--- config.mk ---
export PLATFORM = sky130hd
export DESIGN_NAME = spi_cfg_write_arbiter
export DESIGN_NICKNAME = d
export VERILOG_FILES = /design/src/rtl/spi_cfg_write_arbiter.sv
export SDC_FILE = /design/constraint.sdc
export NUM_CORES = 1
export LEC_CHECK = 0
export CORE_MARGIN = 3
export CORE_UTILIZATION = 40
export DETAILED_ROUTE_END_ITERATION = 16
export PLACE_DENSITY_LB_ADDON = 0.15
export SLEW_MARGIN = 25
export SYNTH_ARGS = -nofsm -noshare
export SYNTH_HDL_FRONTEND = slang
export SYNTH_SLANG_ARGS = --single-unit
--- constraint.sdc ---
create_clock -name clk -period 5.9 [get_ports clk]
set_input_delay 0.59 -clock clk [delete_from_list [all_inputs] [get_ports clk]]
set_output_delay 0.59 -clock clk [all_outputs]
set_load 0.02 [all_outputs]
--- src/rtl/spi_cfg_write_arbiter.sv ---
// Two-requester round-robin arbiter that sends each granted register write as one
// 16-bit SPI mode-0 frame {1'b1, addr[6:0], data[7:0]}, MSB first.
module spi_cfg_write_arbiter #(
    parameter int HALF_DIV = 2,
    parameter int CS_SETUP = 2,
    parameter int CS_HOLD  = 2,
    parameter int GAP      = 2,
    parameter int MAX_ADDR = 4
) (
    input  logic       clk,
    input  logic       rst_n,
    input  logic       req0,
    input  logic [6:0] addr0,
    input  logic [7:0] data0,
    output logic       ack0,
    output logic       err0,
    input  logic       req1,
    input  logic [6:0] addr1,
    input  logic [7:0] data1,
    output logic       ack1,
    output logic       err1,
    output logic       spi_cs_n,
    output logic       spi_sclk,
    output logic       spi_copi,
    output logic       busy
);
    localparam int CW = 16;

    typedef enum logic [2:0] {S_IDLE, S_SETUP, S_SHIFT, S_HOLD, S_GAP} state_t;

    state_t          r_state, w_state_next;
    logic [CW-1:0]   r_cnt, w_cnt_next;
    logic [4:0]      r_bit, w_bit_next;
    logic [15:0]     r_shift, w_shift_next;
    logic            r_owner, w_owner_next;
    logic            r_rr, w_rr_next;
    logic            r_cs_n, w_cs_n_next;
    logic            r_sclk, w_sclk_next;
    logic            r_copi, w_copi_next;
    logic            r_ack0, w_ack0_next;
    logic            r_ack1, w_ack1_next;
    logic            r_err0, w_err0_next;
    logic            r_err1, w_err1_next;
    logic            r_busy;

    logic            w_grant;
    logic            w_sel;
    logic [6:0]      w_addr;
    logic [7:0]      w_data;
    logic [15:0]     w_word;

    // Hold off a new grant while an ack is out, so a requester that just saw its
    // rejection ack is not immediately granted again on the same held request.
    assign w_grant = (req0 | req1) & ~(r_ack0 | r_ack1);
    assign w_sel   = (req0 & req1) ? r_rr : req1;
    assign w_addr  = w_sel ? addr1 : addr0;
    assign w_data  = w_sel ? data1 : data0;
    assign w_word  = {1'b1, w_addr, w_data};

    always_comb begin
        w_state_next = r_state;
        w_cnt_next   = r_cnt;
        w_bit_next   = r_bit;
        w_shift_next = r_shift;
        w_owner_next = r_owner;
        w_rr_next    = r_rr;
        w_cs_n_next  = r_cs_n;
        w_sclk_next  = r_sclk;
        w_copi_next  = r_copi;
        w_ack0_next  = 1'b0;
        w_ack1_next  = 1'b0;
        w_err0_next  = 1'b0;
        w_err1_next  = 1'b0;

        unique case (r_state)
            S_IDLE: begin
                if (w_grant) begin
                    w_rr_next    = ~w_sel;
                    w_owner_next = w_sel;
                    if (int'(w_addr) > MAX_ADDR) begin
                        w_ack0_next = ~w_sel;
                        w_err0_next = ~w_sel;
                        w_ack1_next = w_sel;
                        w_err1_next = w_sel;
                    end else begin
                        w_state_next = S_SETUP;
                        w_shift_next = w_word;
                        w_cs_n_next  = 1'b0;
                        w_sclk_next  = 1'b0;
                        w_copi_next  = w_word[15];
                        w_cnt_next   = '0;
                    end
                end
            end
            S_SETUP: begin
                if (r_cnt == CW'(CS_SETUP - 1)) begin
                    w_state_next = S_SHIFT;
                    w_cnt_next   = '0;
                    w_bit_next   = '0;
                    w_sclk_next  = 1'b1;
                end else begin
                    w_cnt_next = r_cnt + CW'(1);
                end
            end
            S_SHIFT: begin
                if (r_cnt == CW'(HALF_DIV - 1)) begin
                    w_cnt_next  = '0;
                    w_sclk_next = ~r_sclk;
                    // copi only moves on the falling edge so it is settled at every rise
                    if (r_sclk) begin
                        if (r_bit == 5'd15) begin
                            w_state_next = S_HOLD;
                        end else begin
                            w_copi_next  = r_shift[14];
                            w_shift_next = {r_shift[14:0], 1'b0};
                            w_bit_next   = r_bit + 5'd1;
                        end
                    end
                end else begin
                    w_cnt_next = r_cnt + CW'(1);
                end
            end
            S_HOLD: begin
                if (r_cnt == CW'(CS_HOLD - 1)) begin
                    w_state_next = S_GAP;
                    w_cnt_next   = '0;
                    w_cs_n_next  = 1'b1;
                    w_copi_next  = 1'b0;
                    w_ack0_next  = ~r_owner;
                    w_ack1_next  = r_owner;
                end else begin
                    w_cnt_next = r_cnt + CW'(1);
                end
            end
            S_GAP: begin
                // the ack/cs_n-rise cycle is the first of GAP+1 cycles spent here
                if (r_cnt == CW'(GAP)) begin
                    w_state_next = S_IDLE;
                    w_cnt_next   = '0;
                end else begin
                    w_cnt_next = r_cnt + CW'(1);
                end
            end
            default: begin
                w_state_next = S_IDLE;
            end
        endcase
    end

    always_ff @(posedge clk or negedge rst_n) begin
        if (!rst_n) begin
            r_state <= S_IDLE;
            r_cnt   <= '0;
            r_bit   <= '0;
            r_shift <= '0;
            r_owner <= 1'b0;
            r_rr    <= 1'b0;
            r_cs_n  <= 1'b1;
            r_sclk  <= 1'b0;
            r_copi  <= 1'b0;
            r_ack0  <= 1'b0;
            r_ack1  <= 1'b0;
            r_err0  <= 1'b0;
            r_err1  <= 1'b0;
            r_busy  <= 1'b0;
        end else begin
            r_state <= w_state_next;
            r_cnt   <= w_cnt_next;
            r_bit   <= w_bit_next;
            r_shift <= w_shift_next;
            r_owner <= w_owner_next;
            r_rr    <= w_rr_next;
            r_cs_n  <= w_cs_n_next;
            r_sclk  <= w_sclk_next;
            r_copi  <= w_copi_next;
            r_ack0  <= w_ack0_next;
            r_ack1  <= w_ack1_next;
            r_err0  <= w_err0_next;
            r_err1  <= w_err1_next;
            r_busy  <= (w_state_next != S_IDLE);
        end
    end

    assign ack0     = r_ack0;
    assign ack1     = r_ack1;
    assign err0     = r_err0;
    assign err1     = r_err1;
    assign spi_cs_n = r_cs_n;
    assign spi_sclk = r_sclk;
    assign spi_copi = r_copi;
    assign busy     = r_busy;
endmodule

Word level (Yosys, flattened, before mapping)
Cells that the tools add are included.
{ "op_classes": {"eq_ne": 14, "mux": 51, "reduce_logical": 16, "n_lt_le_gt_ge": 1, "n_addsub": 2, "bitwise_logic": 8} }
{ "op_table": {"columns": ["cell", "n"], "rows": [
  ["15-bit 2-to-1 mux", 5],
  ["16-bit 2-to-1 mux", 4],
  ["16-bit case mux with 3 select lines", 1],
  ["15-bit case mux with 2 select lines", 1],
  ["3-bit 2-to-1 mux", 8],
  ["5-bit 2-to-1 mux", 4],
  ["1-bit 2-to-1 mux", 19],
  ["16-bit by 1-bit adder with 16-bit output (second input constant)", 1],
  ["16-bit by 1-bit equality test with 1-bit output (second input constant)", 1],
  ["16-bit by 2-bit equality test with 1-bit output (second input constant)", 1],
  ["3-bit case mux with 5 select lines", 1],
  ["2-bit != test (second input constant)", 7],
  ["3-bit nonzero test", 4],
  ["5-bit case mux with 2 select lines", 1],
  ["5-bit AND reduction", 2],
  ["8-bit 2-to-1 mux", 1],
  ["7-bit by 3-bit greater-than comparator with 1-bit output (second input constant)", 1],
  ["7-bit 2-to-1 mux", 1],
  ["7-bit AND reduction", 1],
  ["3-bit by 2-bit equality test with 1-bit output (second input constant)", 2],
  ["1-bit case mux with 2 select lines", 3],
  ["1-bit case mux with 3 select lines", 2],
  ["6-bit AND reduction", 1],
  ["2-bit nonzero test", 3],
  ["12 further kinds", 17]
]} }
{ "word_totals": {"input_bits": 34, "regBits": 49, "word_cells": 106, "output_inout_bits": 8} }

Depth between registers and ports, before layout
{ "logic_depth": {"word_depth": 8, "ltp_mapped": 9, "mapped_depth_nobuf": 7} }

Worst setup path after synthesis
OpenSTA, ideal clock, no wires.
{ "synth_path": {"path_type": "input port to flip-flop", "from": "in addr0[6]", "to": "reg r_cnt[9]", "slack_ns": 3.533, "cell_stages": 6, "arrival_time_ns": 2.241, "path_buffers": 1, "t_required_ns": 5.774, "cell_sequence": "or4_1 -> a211o_1 -> a211o_1 -> and2_4 -> buf_6 -> a221o_1"} }
{ "synth_via": {"elab_chain_cells": 4} }
{ "synth_lines": {"columns": ["item", "line_no", "rtl"], "rows": [
  ["from (decl)", "13", "input logic [6:0] addr0,"],
  ["7-bit 2-to-1 mux", "56", "assign w_addr = w_sel ? addr1 : addr0;"],
  ["7-bit by 3-bit greater-than comparator with 1-bit output", "80", "if (int'(w_addr) > MAX_ADDR) begin"],
  ["2-bit != test (no source line)", null, null],
  ["3-bit AND reduction (no source line)", null, null],
  ["to (signal assigned)", "168", "r_cnt <= w_cnt_next;"],
  ["to (decl)", "32", "logic [CW-1:0] r_cnt, w_cnt_next;"]
]} }
Every way passes these cells.
A chain may end at the register's enable or synchronous reset.

Final worst setup path
{ "layout_path": {"from": "reg r_cnt[1]", "to": "reg r_cnt[7]"} }
{ "layout_via": {"elab_chain_cells": 3, "elab_cells_between_ends": 6, "classes_between": "add/sub (1); eq/ne (2); mux (3)"} }
{ "layout_lines": {"columns": ["item", "line_no", "rtl"], "rows": [
  ["16-bit by 1-bit adder with 16-bit output (tied with other cells)", null, null],
  ["16-bit 2-to-1 mux (on tied branches)", null, null],
  ["16-bit case mux with 3 select lines (*)", "75", "unique case (r_state)"]
]} }
Every way passes the cells marked *; elsewhere a longest branch is shown, timed or not.

==> metrics.txt <==
status complete, no violations; Final Cycle Share a little under half; Setup-failing EPs final 0; adder-cell share of the synthesized area under 10%; Die X between 90 and 100 µm; Power Total 1.343 mW; M3 GR Usage 2.667%; count of cell types in the netlist 54; core area slightly below 7000 µm²; final worst path period need roughly 2700 ps; worst slew pin tran about 900 ps; Hold Fails Final Rpt 0; Pleak between 1 and 1.5 nW; ANT cells 0; nature of the critical path endpoint flop; # rows 30; Finished Layout Cells between 400 and 500; Area Growth Syn to Fin 19.18%; crit-path cells inv_1 > ha_1 > nor3b_1 > and4_1 > or3_2 > nand2_1 > a221o_2; clk_lat worst skew 300 ps; router iterations before antenna repair 4; family with the most delay on the worst path simple AND/OR/NAND/NOR gates; Final Max Slew Viols 0; root buf cell clkbuf_8; met1 usage between 20% and 30%; Clock Path Buffers 2; maximum vdd ir drop about 0.15 mV; synth top area cells dfrtp_1 (42%), mux2_2 (5.9%), mux2i_1 (5.2%); DP Cell Count 428; post-route setup TNS 0 ps; cell area after synthesis 2883 µm²; Die Ht ~90 µm; Vias/cell 5.468; worst r2r path cells 7; iteration-0 DRC count of the detailed router between 100 and 150; Synth area leader dfrtp_1; vias between 2,000 and 2,500; Max Freq 0.3731 GHz; Initial Util between 40% and 50%; Die Area slightly above 8000 µm²; Clock transition at path regs approximately 90 ps; Clock Sinks just under 50; Worst slew margin 39.70%; gp weighted congestion ~0.80; CP max FO 13; area post-placement 3339 µm²; HPWL after DPL 4563 µm; CP required between 6000 and 7000 ps; CTS buffer count 5; largest family of logic cells by synthesized area simple AND/OR/NAND/NOR gates; final instance area about 3400 µm²; Avg WL per Cell between 10 and 15 µm; most common cell after layout, fill and taps aside dfrtp_1; Worst Setup Path Type flop to flop; start of the worst register-to-register path r_cnt[1]; mean post-synth cell area 9.546 µm²; CTS tree built; Seq cells post-synth 49; Post-Syn Nets 341; RSZ-0062 raised after global routing false; gr busiest metal met2; Async SR Flop Fraction between 90% and 100%; skew final about 6.4 ps; Setup crit start r_cnt[1]; remaining routing DRC violations 0; compound-cell area share of the yosys netlist about 19%; met2 GRT Util 24.95%; Reg-to-Reg End r_cnt[7]; Synth Instances around 300; Warnings, synthesis 0; slowest stage delay, CP around 510 ps; fin nets 378; Worst Path Buf+Inv 1; post-synthesis simple-gate area fraction roughly 20%; post-CTS resize count 0; slowest stage cell, crit path and4_1; share of the synthesized area in the top cell type 41.67%; max-cap violation count 0; Post-Synth XOR/XNOR Area less than 1%; IO buf count between 40 and 50; Min-Delay Path Class primary input to async pin; post-route ant nets 0; Place WS around 3000 ps; H-tree levels 2; final WL ~6300 µm; Top FF cell, synth dfrtp_1; EDFF count, synth 0; GRT Util Overall between 10% and 20%; I/O pin cnt 42; ratio of cells with drive above 1 in the final layout between 10% and 20%; total grt overflow 0; sequential element share of the synthesized area between 40% and 50%; multiplexer share of the synthesized area 11.07%; first-pass GRT wire length 10,740 µm; largest net degree at the start of global routing 50; setup bufs post-CTS 0; Worst EP arrival about 2900 ps; vias in the first global route approximately 2,300; startpoint types flop; setup slack, reg-to-reg about 3200 ps; final worst slack between 3000 and 4000 ps; most frequent cells in the layout dfrtp_1 (48), nand2_1 (40), clkdlybuf4s50_1 (40); initial antenna violation count 0; Power Density a little under 400 nW/µm²; CTS Hold Bufs 0
## per-layer routing
| metal | wire, µm | vias to the layer above |
|---|---|---|
| met1 | 3108 | 1149 |
| met3 | 236 | 7 |
| met5 | 0 | - |
| met4 | 67 | 0 |
| met2 | 2868 | 46 |
| li1 | - | 1182 |
## logic make-up after synthesis
kind of cell / Yosys count
AOI/OAI and AO/OA: 78
and+or+nand+nor: 112
adders and majority gates: 5
DFF: 49
muxes: 30
xor gates and xnor gates: 3
buffers and inverters: 25
## final cells by class
class                   count  area, µm²
multi-input cells         228       1519
clock buffers               6      82.58
fillers                   670       3471
flip-flops and latches     49       1227
repair buffers             45      435.4
well taps                  96      120.1
clock inverters             2      13.76
inverters                  10      37.54
## cell usage after synthesis (3+ instances only)
master and instances:
dfrtp_1 48, nand2_1 40, o21ai_0 27, a21oi_1 15
mux2_2 15, mux2i_1 15, nor2_1 12, inv_1 10
and2_1 8, a221o_1 7, clkbuf_1 7, nand3_1 7
nor3_1 7, nand4_1 6, ha_1 5, nand2b_1 5
nor4_1 5, a211o_1 4, a221o_2 4, and3_1 4
nor2b_1 4, buf_2 3, nor3b_1 3, o31ai_1 3
xnor2_1 3
## worst register-to-register path: cells and delay by family, from the launching register on
family          cells  cell delay (ps)
flops               1              430
compound gates      1              470
fa+ha+maj           1              130
simple gates        4             1470
buf+inv             1               70
## how the worst max path moves through the flow
stage / to / slack, ps / cells after the start
3_5_place_dp: r_cnt[7] / 3030 / 6
5_1_grt: r_cnt[5] / 2930 / 5
2_1_floorplan: r_cnt[9] / 3530 / 6
3_3_place_gp: r_cnt[7] / 3070 / 6
6_report: r_cnt[7] / 3220 / 7
4_1_cts: r_cnt[7] / 3260 / 5
## sequential cells by signal, summed over array words and instances, names as in the netlist, 3 cells and up
name,cells
r_state,3
r_bit,5
r_cnt,16
r_shift,15
## through the flow
stage | hold WS, ps | utilization (%)
2_1_floorplan | 294.4 | -
3_3_place_gp | 453.6 | 48.35
3_5_place_dp | 467.2 | 48.35
4_1_cts | 408.2 | 49.75
5_1_grt | 440.7 | 49.75
6_report | 375.5 | 49.75
## where the power goes
part / internal (mW) / switching, mW
combinational: 0.267 / 0.334
sequential: 0.446 / 0.0855
clock: 0.0952 / 0.115
Power figures use the tool's default switching activity.
